$ cat src/rtl/pnode_dispatch.sv
// pnode_dispatch: steers whole packets from the muxed Ethernet stream to one of NCOUNT processing nodes.
// Latency: 1 cycle from input accept to pnode_valid, through a single registered output stage.
// Backpressure: st_ready falls when the output register is held by its node, or no node can take a new packet.
//
// Ports:
//   clock, sclr          : clk312 domain clock, synchronous active-high reset
//   st_*                 : input stream (data/channel/empty/sop/eop) with valid/ready handshake
//   node_enable/freeze   : per-node eligibility (enabled and not frozen), already synchronised
//   pnode_data/valid/rdy : per-node output; all slices carry the same word, valid is one-hot
//   drop_count           : saturating count of dropped or truncated packets
//   busy                 : high whenever the packet state machine is not idle
module pnode_dispatch #(
    parameter int DATA_W  = 128,
    parameter int CH_W    = 8,
    parameter int NCOUNT  = 8,
    parameter int MODE    = 0,
    parameter int EMPTY_W = 4,
    parameter int PW      = DATA_W + CH_W + EMPTY_W + 2
) (
    input  logic                 clock,
    input  logic                 sclr,
    input  logic [DATA_W-1:0]    st_data,
    input  logic [CH_W-1:0]      st_channel,
    input  logic [EMPTY_W-1:0]   st_empty,
    input  logic                 st_sop,
    input  logic                 st_eop,
    input  logic                 st_valid,
    output logic                 st_ready,
    input  logic [NCOUNT-1:0]    node_enable,
    input  logic [NCOUNT-1:0]    node_freeze,
    output logic [NCOUNT*PW-1:0] pnode_data,
    output logic [NCOUNT-1:0]    pnode_valid,
    input  logic [NCOUNT-1:0]    pnode_ready,
    output logic [31:0]          drop_count,
    output logic                 busy
);
    localparam int IDX_W = $clog2(NCOUNT);
    // Channel widened so the modulo divisor never truncates, even for narrow channels.
    localparam logic [CH_W+5:0] NCOUNT_EXT = (CH_W + 6)'(NCOUNT);

    typedef enum logic [1:0] {
        S_IDLE = 2'd0,
        S_FWD  = 2'd1,
        S_DROP = 2'd2
    } state_t;

    state_t            state_q, state_d;
    logic [IDX_W-1:0]  rr_ptr_q, rr_ptr_d;
    logic [IDX_W-1:0]  sel_q, sel_d;
    logic              out_full_q, out_full_d;
    logic [PW-1:0]     out_word_q, out_word_d;
    logic [NCOUNT-1:0] out_tgt_q, out_tgt_d;
    logic [31:0]       drop_count_q, drop_count_d;

    logic [NCOUNT-1:0] elig;
    logic              out_xfer;
    logic              can_load;
    logic              rr_found;
    logic [IDX_W-1:0]  rr_idx;
    logic [IDX_W-1:0]  st_idx;
    logic [IDX_W-1:0]  tgt_idx;
    logic              tgt_ok;
    logic              accept;
    logic              load;
    logic [IDX_W-1:0]  load_idx;
    logic              drop_inc;
    logic              new_pkt;

    // (a + b) mod NCOUNT for b in [0, NCOUNT); works for non-power-of-two node counts.
    function automatic logic [IDX_W-1:0] wrap_add(input logic [IDX_W-1:0] a, input int b);
        int s;
        s = int'(a) + b;
        if (s >= NCOUNT) begin
            s = s - NCOUNT;
        end
        return IDX_W'(s);
    endfunction

    assign elig     = node_enable & ~node_freeze;
    assign out_xfer = out_full_q & (|(out_tgt_q & pnode_ready));
    // Loading while the held word leaves keeps one word per cycle through the stage.
    assign can_load = ~out_full_q | out_xfer;
    assign accept   = st_valid & st_ready;

    // Round-robin search: scan offsets from high to low so the lowest offset
    // from rr_ptr is the last (winning) assignment.
    always_comb begin
        rr_found = 1'b0;
        rr_idx   = '0;
        for (int k = NCOUNT - 1; k >= 0; k--) begin
            if (elig[wrap_add(rr_ptr_q, k)]) begin
                rr_found = 1'b1;
                rr_idx   = wrap_add(rr_ptr_q, k);
            end
        end
    end

    assign st_idx  = IDX_W'({6'd0, st_channel} % NCOUNT_EXT);
    assign tgt_idx = (MODE == 0) ? rr_idx : st_idx;
    assign tgt_ok  = (MODE == 0) ? rr_found : elig[st_idx];

    // ---------------------------------------------------------------
    // State register and all datapath flops
    // ---------------------------------------------------------------
    always_ff @(posedge clock) begin
        if (sclr) begin
            state_q      <= S_IDLE;
            rr_ptr_q     <= '0;
            sel_q        <= '0;
            out_full_q   <= 1'b0;
            out_word_q   <= '0;
            out_tgt_q    <= '0;
            drop_count_q <= '0;
        end else begin
            state_q      <= state_d;
            rr_ptr_q     <= rr_ptr_d;
            sel_q        <= sel_d;
            out_full_q   <= out_full_d;
            out_word_q   <= out_word_d;
            out_tgt_q    <= out_tgt_d;
            drop_count_q <= drop_count_d;
        end
    end

    // ---------------------------------------------------------------
    // Output / control decode: st_ready and the per-cycle strobes
    // ---------------------------------------------------------------
    always_comb begin
        st_ready = 1'b0;
        load     = 1'b0;
        load_idx = sel_q;
        drop_inc = 1'b0;
        new_pkt  = 1'b0;
        if (!sclr) begin
            case (state_q)
                S_IDLE: begin
                    if (st_sop) begin
                        // MODE 0 waits for an eligible node; MODE 1 swallows a packet
                        // whose fixed node is ineligible instead of stalling the mux.
                        if (MODE == 0) begin
                            st_ready = tgt_ok & can_load;
                        end else begin
                            st_ready = ~tgt_ok | can_load;
                        end
                    end else begin
                        // Mid-packet words with no open packet are flushed.
                        st_ready = 1'b1;
                    end
                    if (st_valid && st_ready && st_sop) begin
                        if (tgt_ok) begin
                            load     = 1'b1;
                            load_idx = tgt_idx;
                            new_pkt  = 1'b1;
                        end else begin
                            drop_inc = 1'b1;
                        end
                    end
                end
                S_FWD: begin
                    // A node going ineligible mid-packet truncates the packet: the
                    // word is taken and discarded rather than stalling upstream.
                    st_ready = elig[sel_q] ? can_load : 1'b1;
                    if (st_valid && st_ready) begin
                        if (elig[sel_q]) begin
                            load = 1'b1;
                        end else begin
                            drop_inc = 1'b1;
                        end
                    end
                end
                S_DROP: begin
                    st_ready = 1'b1;
                end
                default: begin
                    st_ready = 1'b0;
                end
            endcase
        end
    end

    // ---------------------------------------------------------------
    // Next-state logic
    // ---------------------------------------------------------------
    always_comb begin
        state_d = state_q;
        case (state_q)
            S_IDLE: begin
                if (accept && st_sop && !st_eop) begin
                    state_d = load ? S_FWD : S_DROP;
                end
            end
            S_FWD: begin
                if (accept) begin
                    if (st_eop) begin
                        state_d = S_IDLE;
                    end else if (drop_inc) begin
                        state_d = S_DROP;
                    end
                end
            end
            S_DROP: begin
                if (accept && st_eop) begin
                    state_d = S_IDLE;
                end
            end
            default: begin
                state_d = S_IDLE;
            end
        endcase
    end

    // ---------------------------------------------------------------
    // Datapath next values: node pointers, output register, drop counter
    // ---------------------------------------------------------------
    always_comb begin
        rr_ptr_d = rr_ptr_q;
        sel_d    = sel_q;
        if (new_pkt) begin
            sel_d = tgt_idx;
            if (MODE == 0) begin
                rr_ptr_d = wrap_add(tgt_idx, 1);
            end
        end

        out_full_d = out_full_q;
        out_word_d = out_word_q;
        out_tgt_d  = out_tgt_q;
        if (load) begin
            out_full_d = 1'b1;
            out_word_d = {st_channel, st_empty, st_sop, st_eop, st_data};
            for (int i = 0; i < NCOUNT; i++) begin
                out_tgt_d[i] = (load_idx == IDX_W'(i));
            end
        end else if (out_xfer) begin
            out_full_d = 1'b0;
        end

        drop_count_d = drop_count_q;
        if (drop_inc && (drop_count_q != 32'hFFFF_FFFF)) begin
            drop_count_d = drop_count_q + 32'd1;
        end
    end

    assign pnode_valid = out_full_q ? out_tgt_q : '0;
    assign pnode_data  = {NCOUNT{out_word_q}};
    assign drop_count  = drop_count_q;
    assign busy        = (state_q != S_IDLE);

endmodule

$ cat config.mk
export PLATFORM = sky130hd
export DESIGN_NAME = pnode_dispatch
export DESIGN_NICKNAME = d
export VERILOG_FILES = /design/src/rtl/pnode_dispatch.sv
export SDC_FILE = /design/constraint.sdc
export NUM_CORES = 1
export LEC_CHECK = 0
export CORE_AREA = 5 5 520 522
export CTS_BUF_LIST = sky130_fd_sc_hd__clkbuf_2 sky130_fd_sc_hd__clkbuf_4 sky130_fd_sc_hd__clkbuf_8
export DETAILED_ROUTE_END_ITERATION = 8
export DIE_AREA = 0 0 525 527
export HOLD_SLACK_MARGIN = 0.06
export PLACE_DENSITY = 0.3
export SLEW_MARGIN = 20
export SYNTH_ARGS = -nofsm -noshare
export SYNTH_HDL_FRONTEND = slang
export SYNTH_SLANG_ARGS = --single-unit
export TNS_END_PERCENT = 100
$ cat constraint.sdc
create_clock -name clock -period 4.1 [get_ports clock]
set_clock_uncertainty 0.2 [all_clocks]
set_input_delay 1.025 -clock clock [delete_from_list [all_inputs] [get_ports clock]]
set_output_delay 1.025 -clock clock [all_outputs]
set_load 0.005 [all_outputs]
# Word level (Yosys, flattened, before mapping)
# Cells that the tools add are included.
[word_totals] in_bits=169 reg_bits=191 output_inout_bits=1178 word_cells=156
[classes] n_addsub=18 n_reduce_logical=14 mux=77 n_eq_ne=14 order_cmp=18 bitwise=8
[op_table] cell="$mux W3" count=21
[op_table] cell="$lt A3 B4 Y1 const B" count=9
[op_table] cell="$mux W1" count=36
[op_table] cell="$add A32 B1 Y32 const B" count=1
[op_table] cell="$ge A4 B4 Y1 const B" count=8
[op_table] cell="$ne A32 B32 Y1 const B" count=1
[op_table] cell="$bmux W1 S3" count=9
[op_table] cell="$sub A3 B1 Y3 const B" count=9
[op_table] cell="$add A3 B3 Y4 const B" count=4
[op_table] cell="$and A8 B8 Y8" count=2
[op_table] cell="$eq A3 B3 Y1 const B" count=4
[op_table] cell="$mux W2" count=6
[op_table] cell="$add A3 B1 Y4 const B" count=2
[op_table] cell="$add A3 B2 Y4 const B" count=2
[op_table] cell="$mux W8" count=1
[op_table] cell="$not A8 Y8" count=1
[op_table] cell="$reduce_or A8 Y1" count=1
[op_table] cell="$logic_and A1 B1 Y1" count=7
[op_table] cell="$eq A3 B2 Y1 const B" count=2
[op_table] cell="$ne A2 B2 Y1 const B" count=3
[op_table] cell="$pmux W2 S3" count=1
[op_table] cell="$ge A3 B4 Y1 const B" count=1
[op_table] cell="$pmux W1 S2" count=2
[op_table] cell="$reduce_and A4 Y1" count=1
[op_table] cell="other kinds (12)" count=15

# Logic depth before layout (Yosys ltp)
[depth] ltp_word=26 ltp_mapped=14 mapped_depth_nobuf=12

# Worst setup path before layout
# No wires, ideal clock.
[synth_path] path_type="input-to-output" from="input node_enable[2]" to="output st_ready" arrival_time_ps=2765 stages=6 slack_ps=110 t_required_ps=2875 n_path_buf=0 cell_sequence="nor2b_1 > mux4_2 > mux2_2 > or3_4 > o31ai_1 > a311oi_1"
[synth_via] elab_chain_cells=17 elab_cells_between_ends=34 cone_classes="mux (32); bitwise (2)"
[synth_rtl] item="start: declaration" line="29" source="input logic [NCOUNT-1:0] node_enable,"
[synth_rtl] item="$and A8 B8 Y8 (*)" line="79" source="assign elig = node_enable & ~node_freeze;"
[synth_rtl] item="$bmux W1 S3" line="91" source="if (elig[wrap_add(rr_ptr_q, k)]) begin"
[synth_rtl] item="$mux W1 (not written as such)" line="91"
[synth_rtl] item="$mux W1 (8 in a row)" line="91"
[synth_rtl] item="$and A1 B1 Y1" line="141" source="st_ready = tgt_ok & can_load;"
[synth_rtl] item="$mux W1" line="137" source="if (st_sop) begin"
[synth_rtl] item="$mux W1" line="135" source="case (state_q)"
[synth_rtl] item="$mux W1" line="134" source="if (!sclr) begin"
[synth_rtl] item="$pmux W1 S3 (*)" line="135"
[synth_rtl] item="$mux W1 (*)" line="134"
[synth_rtl] item="end: declaration" line="28" source="output logic st_ready,"
# Mark *: on every way between the ends. The rest lies on a longest branch, timed or not. The select of a mux whose other input is x is not followed.

# Worst setup path in the final report
[layout_path] from="input node_enable[6]" to="output st_ready"
# Same word-level chain as after synthesis.

==> impl_metrics.ini <==
[outcome]
status = finished, violations left
violations = negative setup slack

[clock_network]
clk_pin_slew_ps = 110
cts_tree = done
postCtsHoldBufs = 0
clk_latency_ps = 640
clockRootBuffer = clkbuf_8
cts_max_level = 4
numCtsBuffers = 25
numClockSinks = 191
clockBufferDepth = 3

[global_routing]
grt.overflow.total = 0
grtUsageTotal_pct = 8.44
grt_start_max_net_pins = 63
antenna_found_initial = 27
grt_pass1_wl_mm = 156
grt_pass1_vias = 15200

[yosys]
synth-compound-area-share_pct = 7.77
synth_nets = 2176
yosys.area_share.simple_pct = 12.9
synth_top_area_share_pct = 48.2
netlist_area_um2 = 15700
synth_top_cell_by_area = buf_4
synthAdderAreaFrac_pct = 0.319
syn_inst = 2003
syn_avg_cell_area_um2 = 7.83
synth_top_family_by_area = buffers and inverters
synth_top_flop_cell = dfxtp_1
synth.top_cells.by_area = buf_4 (48%), dfxtp_1 (24%), nand2_1 (7.5%), a21oi_1 (4.9%), mux4_2 (1.9%)
synth-edff-count = 0
synthDistinctLibCells = 60
seq_area_frac_synth_pct = 24.4
synth_xor_area_share_pct = 1.79
synthMuxAreaShare_pct = 3.18
synth_seq_cells = 191
yosys_warnings = 0
synth_most_common_cell = buf_4
synthTopCellsByCount = buf_4 (1007), nand2_1 (312), dfxtp_1 (191)
async_flop_share_pct = 0

[critical_path]
crit_end = st_ready
end_kind = output port
timing.rr.end = out_word_q[58]
cp-start-kind = input pin
r2r_start = rr_ptr_q[0]
worstPathRequired_ps = 2870
path_max_fanout = 3
crit_path_start = node_enable[6]
reg2reg_depth = 12
cp.arrival_ps = 3080
r2r_slack_ps = 560
setup.worst_path.class = input pin to output port

[timing]
hold_viol = 0
maxSlewViolCount = 0
rsz0062_at_grt = true
max_slew_margin_pct = 34.2
setup_viol = 1
worstMarginPinSlew_ps = 986
fin_crit_ps = 4310
worst_slack_ps = -205
holdWs_ps = 259
fin_crit_sh_pct = 105
max_freq_mhz = 232

[routing]
drtPass1Iterations = 5
drt-total-wl_mm = 125
routed-via-count = 14500
drt_iter0_markers = 774
route.detailed.drc = 0
wl_per_cell_um = 20.7
viasPerCell = 2.41
ant_nets = 0

[placed_design]
dp_slack_ps = -1090
portBuffers = 1346
gp_congestion = 0.724
dp_hpwl_mm = 107

[power]
leakage_uw = 0.00847
vdd_drop_max_mv = 0.142
powerDensity_nw_per_um2 = 247

[floorplanning]
start_util_pct = 5.92
rows = 189
dieArea_um2 = 277000
die_h_um = 527
core_area_um2 = 265000
die_w_um = 525
io_pins = 1347

[layout]
final_nets = 2641
drive_gt1_share_pct = 9.70
final_core_util_pct = 10.5
syn_to_final_growth_pct = 76.7

[run]
max-cap-violations = 0

[worst_hold_path]
min_path_type = register to register
-- sequential cells by signal (all words and copies together) (netlist names) --
register / count
out_tgt_q: 8
state_q: 2
rr_ptr_q: 3
out_word_q: 142
out_full_q: 1
sel_q: 3
drop_count: 32
-- critical path: stages --
cell and delay [ps]:
buf_2 120, nor2b_2 150, mux4_2 550, mux2i_2 220, or3b_4 430, o31ai_4 260, a311oi_2 150, buf_2 170
-- cell type report --
| type | count | area, µm² |
|---|---|---|
| Antenna cell | 13 | 32.5 |
| Clock buffer | 26 | 352 |
| Clock inverter | 7 | 144 |
| Fill cell | 30400 | 237000 |
| Inverter | 8 | 30.0 |
| Multi-Input combinational cell | 749 | 4180 |
| Sequential cell | 191 | 3830 |
| Tap cell | 3533 | 4420 |
| Timing Repair Buffer | 1493 | 14700 |
-- metrics by stage --
step | setup TNS, ps | area [µm²] | std cells | total power [µW]
after CTS | -237 | 27700 | 6007 | 7120
after global placement | -91640 | 27100 | 5973 | 5140
after detailed placement | -89950 | 27100 | 5973 | 5100
after floorplan | 0 | 15700 | 2003 | 3510
after global routing | -301 | 27700 | 6009 | 7280
final | -205 | 27700 | 6020 | 6840
-- worst min path at each step --
| stage | start | end | slack (ps) | cells after the start |
|---|---|---|---|---|
| 5_1_grt | out_word_q[4] | out_word_q[4] | 280 | 2 |
| 4_1_cts | out_word_q[4] | out_word_q[4] | 260 | 2 |
| 3_5_place_dp | out_word_q[4] | out_word_q[4] | 240 | 2 |
| 3_3_place_gp | out_word_q[4] | out_word_q[4] | 240 | 2 |
| 6_report | out_word_q[4] | out_word_q[4] | 260 | 2 |
| 2_1_floorplan | out_tgt_q[6] | out_tgt_q[6] | 250 | 2 |
-- cells by family after synthesis --
family | after synthesis
adders and majority gates | 4
DFF | 191
muxes | 32
buffers and inverters | 1063
AOI/OAI and AO/OA | 211
xor gates and xnor gates | 32
and+or+nand+nor | 470
-- repair_timing --
item                                    in CTS  in global routing
pin swaps                                    3                  1
endpoints found under the setup margin       1                  1
setup buffers                                2                  0
gates resized for setup                     73                  6
-- layout by cell type (no fill, tap or decap), types with 20 or more instances in the layout --
cell type           n
clkdlybuf4s50_1  1328
xor2_1             23
nand3_1            20
dfxtp_1           186
clkbuf_8           26
nand2_1           311
nor2_1             54
buf_4             132
a21oi_1           152
-- per-layer routing --
| layer | track usage, % | routed length [µm] |
|---|---|---|
| met2 | 14.3 | 58800 |
| met3 | 1.91 | 8650 |
| met4 | 2.09 | 2610 |
| met1 | 10.8 | 54600 |
| met5 | 0 | 0 |
-- where the power goes --
part | internal (µW) | switching, µW | total (µW) | leakage, µW
combinational | 1590 | 1080 | 2670 | 0.00667
clock | 832 | 994 | 1830 | 0.000245
sequential | 1940 | 397 | 2340 | 0.00155
total | 4360 | 2480 | 6840 | 0.00847
Power figures use the tool's default switching activity.
